<file path="config.mk">
export PLATFORM = sky130hd
export DESIGN_NAME = hazard_stall_unit
export DESIGN_NICKNAME = d
export VERILOG_FILES = /design/src/rtl/hazard_stall_unit.sv
export SDC_FILE = /design/constraint.sdc
export NUM_CORES = 1
export LEC_CHECK = 0
export ABC_AREA = 0
export BUFFER_PORTS_ARGS = -buffer_cell sky130_fd_sc_hd__buf_2
export CORE_ASPECT_RATIO = 0.7
export CORE_MARGIN = 8
export CORE_UTILIZATION = 55
export CTS_BUF_LIST = sky130_fd_sc_hd__clkbuf_8
export DETAILED_ROUTE_END_ITERATION = 12
export GPL_TIMING_DRIVEN = 0
export PLACE_DENSITY = 0.86
export RECOVER_POWER = 50
export SETUP_SLACK_MARGIN = 0.4
export SYNTH_ARGS = -nofsm -noshare
export SYNTH_HDL_FRONTEND = slang
export SYNTH_SLANG_ARGS = --single-unit
</file>
<file path="constraint.sdc">
create_clock -name Clk -period 4.6 [get_ports Clk]
set_input_delay 0.46 -clock Clk [delete_from_list [all_inputs] [get_ports Clk]]
set_output_delay 0.46 -clock Clk [all_outputs]
set_load 0.005 [all_outputs]
</file>
<file path="src/rtl/hazard_stall_unit.sv">
// rtl/hazard_stall_unit.sv - ID-stage load-use / branch-operand stall generator with stall counter
module hazard_stall_unit #(
   parameter int REG_AW = 5,
   parameter int CNT_W  = 32
) (
   input  logic              Clk,
   input  logic              Rst,
   input  logic [REG_AW-1:0] ID_Rs,
   input  logic [REG_AW-1:0] ID_Rt,
   input  logic              ID_UsesRs,
   input  logic              ID_UsesRt,
   input  logic              ID_Branch,
   input  logic [1:0]        EX_MemRead,
   input  logic              EX_RegWrite,
   input  logic [REG_AW-1:0] EX_WAddr,
   input  logic [1:0]        MEM_MemRead,
   input  logic [REG_AW-1:0] MEM_WAddr,
   input  logic              ExtStall,
   output logic              IDStall,
   output logic              PCWrite,
   output logic              IFIDWrite,
   output logic [CNT_W-1:0]  StallCycles
);

   typedef enum logic {
      RUN  = 1'b0,
      HOLD = 1'b1
   } state_t;

   state_t      state, state_nxt;
   logic [1:0]  remain, remain_nxt;
   logic        stall_raw;

   logic        match_ex;
   logic        match_mem;
   logic        h_lu;
   logic        h_bex;
   logic        h_bmem;
   logic [1:0]  need;

   // A destination matches when it is non-zero and an actually-read source names it.
   function automatic logic reg_match(
      input logic [REG_AW-1:0] a,
      input logic [REG_AW-1:0] rs,
      input logic [REG_AW-1:0] rt,
      input logic              use_rs,
      input logic              use_rt
   );
      return (a != '0) && ((use_rs && (rs == a)) || (use_rt && (rt == a)));
   endfunction

   // Hazard terms and the number of bubble cycles the worst one demands.
   always_comb begin
      match_ex  = reg_match(EX_WAddr,  ID_Rs, ID_Rt, ID_UsesRs, ID_UsesRt);
      match_mem = reg_match(MEM_WAddr, ID_Rs, ID_Rt, ID_UsesRs, ID_UsesRt);

      // Load in EX feeding the ID instruction; a branch in ID needs the data one stage earlier.
      h_lu   = (EX_MemRead != 2'b00) && match_ex;
      // ALU result in EX feeding a branch resolved in ID.
      h_bex  = ID_Branch && EX_RegWrite && (EX_MemRead == 2'b00) && match_ex;
      // Load in MEM feeding a branch resolved in ID.
      h_bmem = ID_Branch && (MEM_MemRead != 2'b00) && match_mem;

      need = 2'd0;
      if (h_lu || h_bex || h_bmem)
         need = 2'd1;
      if (h_lu && ID_Branch)
         need = 2'd2;
   end

   // Next-state and stall decode; HOLD with the count expired behaves exactly like RUN.
   always_comb begin
      state_nxt  = state;
      remain_nxt = remain;
      stall_raw  = 1'b0;
      case (state)
         RUN: begin
            stall_raw = (need != 2'd0) || ExtStall;
            if (need == 2'd2) begin
               state_nxt  = HOLD;
               remain_nxt = 2'd1;
            end
         end
         HOLD: begin
            if (remain != 2'd0) begin
               stall_raw  = 1'b1;
               remain_nxt = remain - 2'd1;
            end else begin
               // Count expired: re-evaluate hazards this cycle; ExtStall keeps us parked here.
               stall_raw = (need != 2'd0) || ExtStall;
               if (need == 2'd2) begin
                  state_nxt  = HOLD;
                  remain_nxt = 2'd1;
               end else if (ExtStall) begin
                  state_nxt  = HOLD;
                  remain_nxt = 2'd0;
               end else begin
                  state_nxt  = RUN;
                  remain_nxt = 2'd0;
               end
            end
         end
         default: begin
            state_nxt  = RUN;
            remain_nxt = 2'd0;
         end
      endcase
   end

   // Outputs are forced inactive while reset is held so no bubble leaks out of reset.
   always_comb begin
      IDStall   = Rst && stall_raw;
      PCWrite   = ~IDStall;
      IFIDWrite = ~IDStall;
   end

   // State register.
   always_ff @(posedge Clk or negedge Rst) begin
      if (!Rst) begin
         state  <= RUN;
         remain <= 2'd0;
      end else begin
         state  <= state_nxt;
         remain <= remain_nxt;
      end
   end

   // Saturating count of stalled cycles.
   always_ff @(posedge Clk or negedge Rst) begin
      if (!Rst) begin
         StallCycles <= '0;
      end else if (IDStall && (StallCycles != '1)) begin
         StallCycles <= StallCycles + CNT_W'(1);
      end
   end

endmodule

</file>
=== Word level (Yosys, flattened, before mapping) ===
Cells that the tools add are included.

* Bits in registers: 35
* Bits of input ports: 31
* Output and inout port bits: 35
* Word-level logic and storage cells: 54

* Add/subtract/negate cells: 2
* Eq/ne operators: 7
* Mux-type cells: 13
* Bitwise operators: 2
* Reductions and logical operators: 27

{| class="wikitable"
|+ Operator list
! cell !! count
|-
| adder 32 x 1 -> 32 bit (second input constant) || 1
|-
| inequality test 32 bit (second input constant) || 1
|-
| equality test 5 bit || 4
|-
| logical AND 1 bit || 15
|-
| nonzero test 5 bit || 2
|-
| nonzero test 2 bit || 4
|-
| two-way mux 1 bit || 7
|-
| two-way mux 2 bit || 3
|-
| logical OR 1 bit || 5
|-
| one-hot mux 1 bit (2 select lines) || 2
|-
| one-hot mux 2 bit (2 select lines) || 1
|-
| equality test 2 bit (second input constant) || 1
|-
| zero test 2 bit || 1
|-
| inequality test 2 bit (second input constant) || 1
|-
| NOT 1 bit || 2
|-
| subtractor 2 x 1 -> 2 bit (second input constant) || 1
|}

=== Logic depth before layout (Yosys ltp) ===
Gate-level depths: netlist of run 1.

* Depth after elaboration: 15
* Depth in mapped cells: 8
* Mapped depth without buffers: 8

=== Worst setup path before layout of run 1 ===
Ideal clock, no wire load.

* Kind: input to output
* Start point: input EX_WAddr[1]
* End point: output PCWrite
* Arrival time: 1653 ps
* Required time: 4140 ps
* Setup slack: 2487 ps
* Stages on the path: 4
* Buffers on the path: 1
* Cell sequence: or4_1 > o2111ai_1 > and2_1 > buf_4

* Cells in the longest elaborated chain, start to end: 15
* Elaborated cells between the ends (all ways): 20
* Classes of those cells: eq/ne (2); mux (4); bitwise (1); reduce/logical (13)

{| class="wikitable"
|+ RTL lines
! what !! line !! source
|-
| start, declared || 15 || <nowiki>input logic [REG_AW-1:0] EX_WAddr,</nowiki>
|-
| equality test 5 bit || 49 || <nowiki>return (a != '0) && ((use_rs && (rs == a)) || (use_rt && (rt == a)));</nowiki>
|-
| logical AND 1 bit || 49 ||
|-
| logical OR 1 bit || 49 ||
|-
| logical AND 1 bit * || 49 ||
|-
| logical AND 1 bit, on equally long branches || 58, 60 ||
|-
| logical OR 1 bit (2 in a row) || 65 || <nowiki>if (h_lu || h_bex || h_bmem)</nowiki>
|-
| two-way mux 1 bit || 65 ||
|-
| two-way mux 2 bit * || 67 || <nowiki>if (h_lu && ID_Branch)</nowiki>
|-
| nonzero test 2 bit * || 78, 90 ||
|-
| logical OR 1 bit * || 78, 90 ||
|-
| two-way mux 1 bit || 85 || <nowiki>if (remain != 2'd0) begin</nowiki>
|-
| one-hot mux 1 bit (2 select lines) * || 76 || <nowiki>case (state)</nowiki>
|-
| logical AND 1 bit * || 112 || <nowiki>IDStall = Rst && stall_raw;</nowiki>
|-
| NOT 1 bit * || -- ||
|-
| end, declared || 20 || <nowiki>output logic PCWrite,</nowiki>
|}

Mark *: on every way between the ends. The rest lies on a longest branch, timed or not.

=== Worst setup path in the final report of run 1 ===
* Start point: input Rst
* End point: output PCWrite

* Cells in the longest elaborated chain, start to end: 2

{| class="wikitable"
|+ RTL lines
! what !! line !! source
|-
| start, declared || 7 || <nowiki>input logic Rst,</nowiki>
|-
| logical AND 1 bit || 112 ||
|-
| NOT 1 bit || 113 || <nowiki>PCWrite = ~IDStall;</nowiki>
|}

No other way between the ends.

==> metrics.yaml, run 1 <==
cts_tree: "yes"
synth-async-reset-ratio_pct: 100
clkTransAtPathRegs_ps: 70
syn_area_mm2: 0.00200
crit_path_end: "PCWrite"
grt_pass1_vias: 1785
port_buffers: 65
pin_count: 66
ctsRootBufferMaster: "clkbuf_8"
ys_warn_count: 0
htreeDepth: 2
hpwl_um: 4120
cts_buffers: 5
worstPathRequired_ps: 4140
die-area_mm2: 0.00586
whs_ps: 258
nets: 295
crit_start: "Rst"
fillerInstances: 282
total_power_uw: 722
powerDensity_mw_per_mm2: 295
worstPathMaxFanout: 38
initial_core_util_pct: 57.1
avgSynthCellArea_um2: 10.5
ant_nets: 0
post-place-ws_ps: 1970
dr.pass1.iters: 4
diodes: 0
r2r_cells: 8
syn_inst: 191
grt_pass1_wl_um: 8800
synth_edf_count: 0
r2r_end: "StallCycles[10]$_DFFE_PN0P_"
die_h_um: 66.5
mostFrequentLayoutCells: "buf_2, xnor2_1, dfrtp_1"
die_x_um: 88.2
skew_ps: 4.25
num_rows: 18
cts_resized: 0
antenna_found_initial: 0
hold_buffers: 0
globalplace.congestion: 0.857
worstSetupPathType: "in2out"
post-cts-setup-buffers: 0
synth_nets: 223
synth_flop_cell: "dfrtp_1"
fin_area_mm2: 0.00245
drt_iter0_markers: 106
ir_worst_vdd_uv: 286
drive_gt1_share_pct: 27.9
grt_overflow: 0
dp_cells: 306
final_common_cell: "buf_2"
clk_latency_ps: 290
postLayoutCoreUtil_pct: 69.8
final-setup-viol-count: 0
maxCapViolCount: 0
clock-sinks: 35
vias_per_cell: 5.67
clock.fmax_mhz: 386
r2r_slack_ps: 2430
fin_setup_tns_ps: 0
areaGrowthSynthToFinish_pct: 22.3
core-area_mm2: 0.00351
cp-end-kind: "output pin"
setup_slack_ps: 2010
reg2reg_from: "StallCycles[5]$_DFFE_PN0P_"
cts_buffer_depth: 2
vias: 1769
p_leak_nw: 1.12
min_period_ps: 2590
status: "complete, no violations"
tightest_slew_ps: 802
grt_use_total_pct: 19.8
period_share_pct: 56.3
fin_cells: 312
ys_types: 38
start_kind: "primary input"
avgRoutedWirePerCell_um: 16.8
place_area_mm2: 0.00239
slew_headroom_pct: 46.5
routed_wl_um: 5260
hp-class: "in2async"
yosysSeqAreaShare_pct: 43.7
timing.final.hold_violations: 0
grt_setup_unrepaired: "no"
synth-seq-cells: 35
crit_arrival_ps: 2130
drc_errors: 0
drv_slew: 0
grt_max_degree: 39
power breakdown:
| group | leakage (nW) | internal, mW | switching (mW) | total (mW) |
|---|---|---|---|---|
| clock network | 0.0413 | 0.0986 | 0.102 | 0.201 |
| logic | 0.603 | 0.0696 | 0.0765 | 0.146 |
| registers | 0.478 | 0.337 | 0.0386 | 0.376 |
worst min path at each step:
stage / startpoint / to / slack [ps] / cells after the start
2_1_floorplan: Rst / StallCycles[0]$_DFFE_PN0P_ / 160 / 0
3_3_place_gp: StallCycles[14]$_DFFE_PN0P_ / StallCycles[14]$_DFFE_PN0P_ / 470 / 1
5_1_grt: Rst / StallCycles[25]$_DFFE_PN0P_ / 340 / 1
3_5_place_dp: StallCycles[14]$_DFFE_PN0P_ / StallCycles[14]$_DFFE_PN0P_ / 480 / 1
6_report: Rst / StallCycles[25]$_DFFE_PN0P_ / 260 / 1
4_1_cts: Rst / StallCycles[27]$_DFFE_PN0P_ / 280 / 1
layer usage:
| layer | share of wire, % | track usage [%] |
|---|---|---|
| met3 | 7.0 | 4.91 |
| met5 | 0 | 0 |
| met4 | 1.2 | 7.76 |
| met1 | 44 | 25.5 |
| met2 | 48 | 31.3 |
layout make-up:
type	count	area [µm²]	area share (%)
plain buffers	5	37.5	1.53
clock buffers	5	68.8	2.81
clock inverters	1	3.75	0.153
inverters	2	7.51	0.306
multi-input cells	149	1080	44.2
flip-flops and latches	35	876	35.7
well taps	50	62.6	2.55
repair buffers	65	312	12.7
cell usage after synthesis, types with 2 or more instances:
library cell,n,area (µm²)
nor2_1,5,18.8
nand3_2,5,50.1
dfrtp_1,35,876
nand2_1,13,48.8
nand2b_1,3,18.8
nor3_1,3,15.0
and2_1,3,18.8
o21ai_0,2,10.0
and3_1,12,75.1
xnor2_1,50,438
a21oi_1,2,10.0
buf_6,2,22.5
inv_2,2,7.51
nand3_1,8,40.0
o21ai_1,2,10.0
nand4_1,21,131
o22ai_1,2,12.5
flip-flops by register name (all words and copies together) (netlist names):
signal       flops
StallCycles     32
state            1
remain           2
worst max-delay path, cell delays in order:
cell,delay [ps]
buf_2,610
o211ai_1,180
a21oi_1,190
a22oi_1,150
and2_1,280
buf_4,140
buf_2,120
cell families after synthesis:
group / Yosys count / synth area share, %
simple gates: 80 / 24.7
flops: 35 / 43.7
xor+xnor: 51 / 22.3
fa+ha+maj: 1 / 0.624
mux: 1 / 0.562
compound gates: 16 / 5.93
buf+inv: 7 / 2.25
Power figures use the tool's default switching activity.
==> run 2, diff against run 1 <==
--- a/config.mk
+++ b/config.mk
@@ -9,11 +9,11 @@
 export BUFFER_PORTS_ARGS = -buffer_cell sky130_fd_sc_hd__buf_2
 export CORE_ASPECT_RATIO = 0.7
 export CORE_MARGIN = 8
-export CORE_UTILIZATION = 55
+export CORE_UTILIZATION = 52
 export CTS_BUF_LIST = sky130_fd_sc_hd__clkbuf_8
 export DETAILED_ROUTE_END_ITERATION = 12
 export GPL_TIMING_DRIVEN = 0
-export PLACE_DENSITY = 0.86
+export PLACE_DENSITY = 0.82
 export RECOVER_POWER = 50
 export SETUP_SLACK_MARGIN = 0.4
 export SYNTH_ARGS = -nofsm -noshare
==> constraint.sdc (replaced) <==
create_clock -name Clk -period 2.6 [get_ports Clk]
set_input_delay 0.26 -clock Clk [delete_from_list [all_inputs] [get_ports Clk]]
set_output_delay 0.26 -clock Clk [all_outputs]
set_load 0.005 [all_outputs]
==> run 2 against run 1 <==
  * Via count down 2.7%
  * Combinational power grew 82%
  * Design area up 3.8%
  * Die area is 4.5% higher
  * Flip-flop and latch count is the same
  * Clock power rose by 110%
  * Sequential power up 76%
  * Worst setup slack lost 1600 ps
  * Critical path depth up 1
  * Largest power group unchanged
  * Highest routed layer unchanged
==> metrics.yaml, run 2 (synthesized netlist as in run 1, its figures left out) <==
status: "complete, no violations"  # unchanged
r2r_slack_ps: 500  # was 2430 ps
grt_pass1_vias: 1756  # was 1785
crit_start: "Rst"  # unchanged
die_x_um: 90.2  # was 88.2 µm
worstPathRequired_ps: 2340  # was 4140 ps
worstSetupPathType: "in2out"  # unchanged
die_h_um: 67.9  # was 66.5 µm
r2r_cells: 7  # was 8
worstPathMaxFanout: 6  # was 38
cp-end-kind: "output pin"  # unchanged
port_buffers: 65  # unchanged
final-setup-viol-count: 0  # unchanged
vias: 1722  # was 1769
mostFrequentLayoutCells: "buf_2, xnor2_1, dfrtp_1"  # unchanged
clkTransAtPathRegs_ps: 70  # about the same
clk_latency_ps: 280  # was 290 ps
path_cells: "dlygate4sd3_1, clkbuf_1, o211ai_1, a21oi_1, a22oi_2, and2_1, inv_2, buf_2"  # was buf_2, o211ai_1, a21oi_1, a22oi_1, and2_1, buf_4, buf_2
multi_input_area_mm2: 0.00109  # was 0.00108 mm²
grt_pass1_wl_um: 8430  # was 8800 µm
drv_slew: 0  # unchanged
antenna_found_initial: 0  # unchanged
ir_worst_vdd_uv: 545  # was 286 µV
clock.fmax_mhz: 451
areaGrowthSynthToFinish_pct: 27.0  # was 22.3%
p_leak_nw: 1.16  # was 1.12 nW
hp-class: "in2reg"  # was in2async
max_stage_delay_ps: 520  # was 610 ps
whs_ps: 209  # was 258 ps
crit_path_end: "IDStall"  # was PCWrite
routed_wl_um: 4940  # was 5260 µm
globalplace.congestion: 0.770  # was 0.857
cp.depth: 8  # was 7
pin_count: 66  # unchanged
grt_overflow: 0  # unchanged
grt_max_degree: 36  # was 39
drive_gt1_share_pct: 29.9  # was 27.9%
diodes: 0  # unchanged
cts_buffers: 5  # unchanged
crit_arrival_ps: 1960  # was 2130 ps
critPathTopFamily: "buffers and inverters"  # unchanged
core-area_mm2: 0.00380  # was 0.00351 mm²
vias_per_cell: 5.38  # was 5.67
top_register: "StallCycles"  # unchanged
tightest_slew_ps: 568  # was 802 ps
start_kind: "primary input"  # unchanged
crit_buf_inv: 4  # was 3
grt_setup_unrepaired: "no"  # unchanged
cts_buffer_depth: 2  # unchanged
grt_use_total_pct: 17.0  # was 19.8%
reg2reg_from: "StallCycles[15]$_DFFE_PN0P_"  # was StallCycles[5]$_DFFE_PN0P_
hpwl_um: 3720  # was 4120 µm
slew_headroom_pct: 62.2  # was 46.5%
ctsRootBufferMaster: "clkbuf_8"  # unchanged
skew_ps: 3.25  # was 4.25 ps
timing.final.hold_violations: 0  # unchanged
avgRoutedWirePerCell_um: 15.4  # was 16.8 µm
drc_errors: 0  # unchanged
fin_setup_tns_ps: 0  # unchanged
clock-sinks: 35  # unchanged
ant_nets: 0  # unchanged
period_share_pct: 85.2
r2r_end: "StallCycles[1]$_DFFE_PN0P_"  # was StallCycles[10]$_DFFE_PN0P_
min_period_ps: 2220
slowest_stage: "dlygate4sd3_1"  # was buf_2
die-area_mm2: 0.00613  # was 0.00586 mm²
num_rows: 19  # was 18
drt_iter0_markers: 75  # was 106
reg_top3: "StallCycles x32, remain x2, state x1"  # unchanged
maxCapViolCount: 0  # unchanged
initial_core_util_pct: 52.7  # was 57.1%
seq_area_um2: 878  # was 876 µm²
htreeDepth: 2  # unchanged
dr.pass1.iters: 4  # unchanged
cts_tree: "yes"  # unchanged
fillerInstances: 333  # was 282
final_common_cell: "buf_2"  # unchanged
powerDensity_mw_per_mm2: 532  # was 295 mW/mm²
largest_reg_flops: 32  # unchanged
nets: 299  # was 295
run 2: area by class of cell:
cell class              instances  area share [%]
repair buffers                 69            14.5
well taps                      52            2.56
clock inverters                 1           0.147
plain buffers                   5            1.47
inverters                       2           0.295
multi-input cells             149            42.8
clock buffers                   7            3.79
flip-flops and latches         35            34.5
run 2: stage by stage:
step | std cells | util [%] | area (µm²) | worst slack (ps) | power (mW)
detailed placement | 308 | 63.0 | 2390 | 159 | 0.929
global placement | 308 | 63.0 | 2390 | 178 | 0.923
CTS | 318 | 66.4 | 2530 | 424 | 1.36
floorplan | 191 | - | 2000 | 696 | 0.803
finish | 320 | 66.9 | 2540 | 385 | 1.35
global route | 320 | 66.9 | 2540 | 283 | 1.44
run 2: worst min path at each step:
stage              from                     endpoint  slack (ps)  depth (start not counted)
3_5_place_dp        Rst  StallCycles[13]$_DFFE_PN0P_         390                          1
5_1_grt        ExtStall              state$_DFF_PN0_         210                          3
3_3_place_gp        Rst  StallCycles[13]$_DFFE_PN0P_         400                          1
6_report       ExtStall              state$_DFF_PN0_         210                          3
2_1_floorplan       Rst   StallCycles[0]$_DFFE_PN0P_         -40                          0
4_1_cts        ExtStall              state$_DFF_PN0_         200                          3
run 2: timing repair:
item,4_1_cts,5_1_grt
setup buffers,0,2
resized for setup,1,3
hold endpoints to repair,35,0
pin swaps,0,1
hold buffers,2,0
setup endpoints to repair,2,23
run 2: layer usage:
| layer | routed length (µm) | part of all wire [%] | GRT usage, % | vias up |
|---|---|---|---|---|
| met5 | 0 | 0 | 0 | - |
| met4 | 36 | 0.73 | 4.33 | 0 |
| met3 | 313 | 6.3 | 6.24 | 4 |
| met2 | 2160 | 44 | 26.1 | 50 |
| met1 | 2430 | 49 | 22.5 | 825 |
| li1 | - | - | - | 843 |
run 2: worst min-delay path, stage by stage:
cell     delay [ps]
buf_2            80
o31ai_1          50
o21ai_1          60
run 2: power by group:
part	internal, mW	total (mW)	switching [mW]	leakage [nW]
Combinational	0.136	0.265	0.129	0.626
Clock	0.238	0.425	0.188	0.0557
Sequential	0.596	0.663	0.0674	0.474
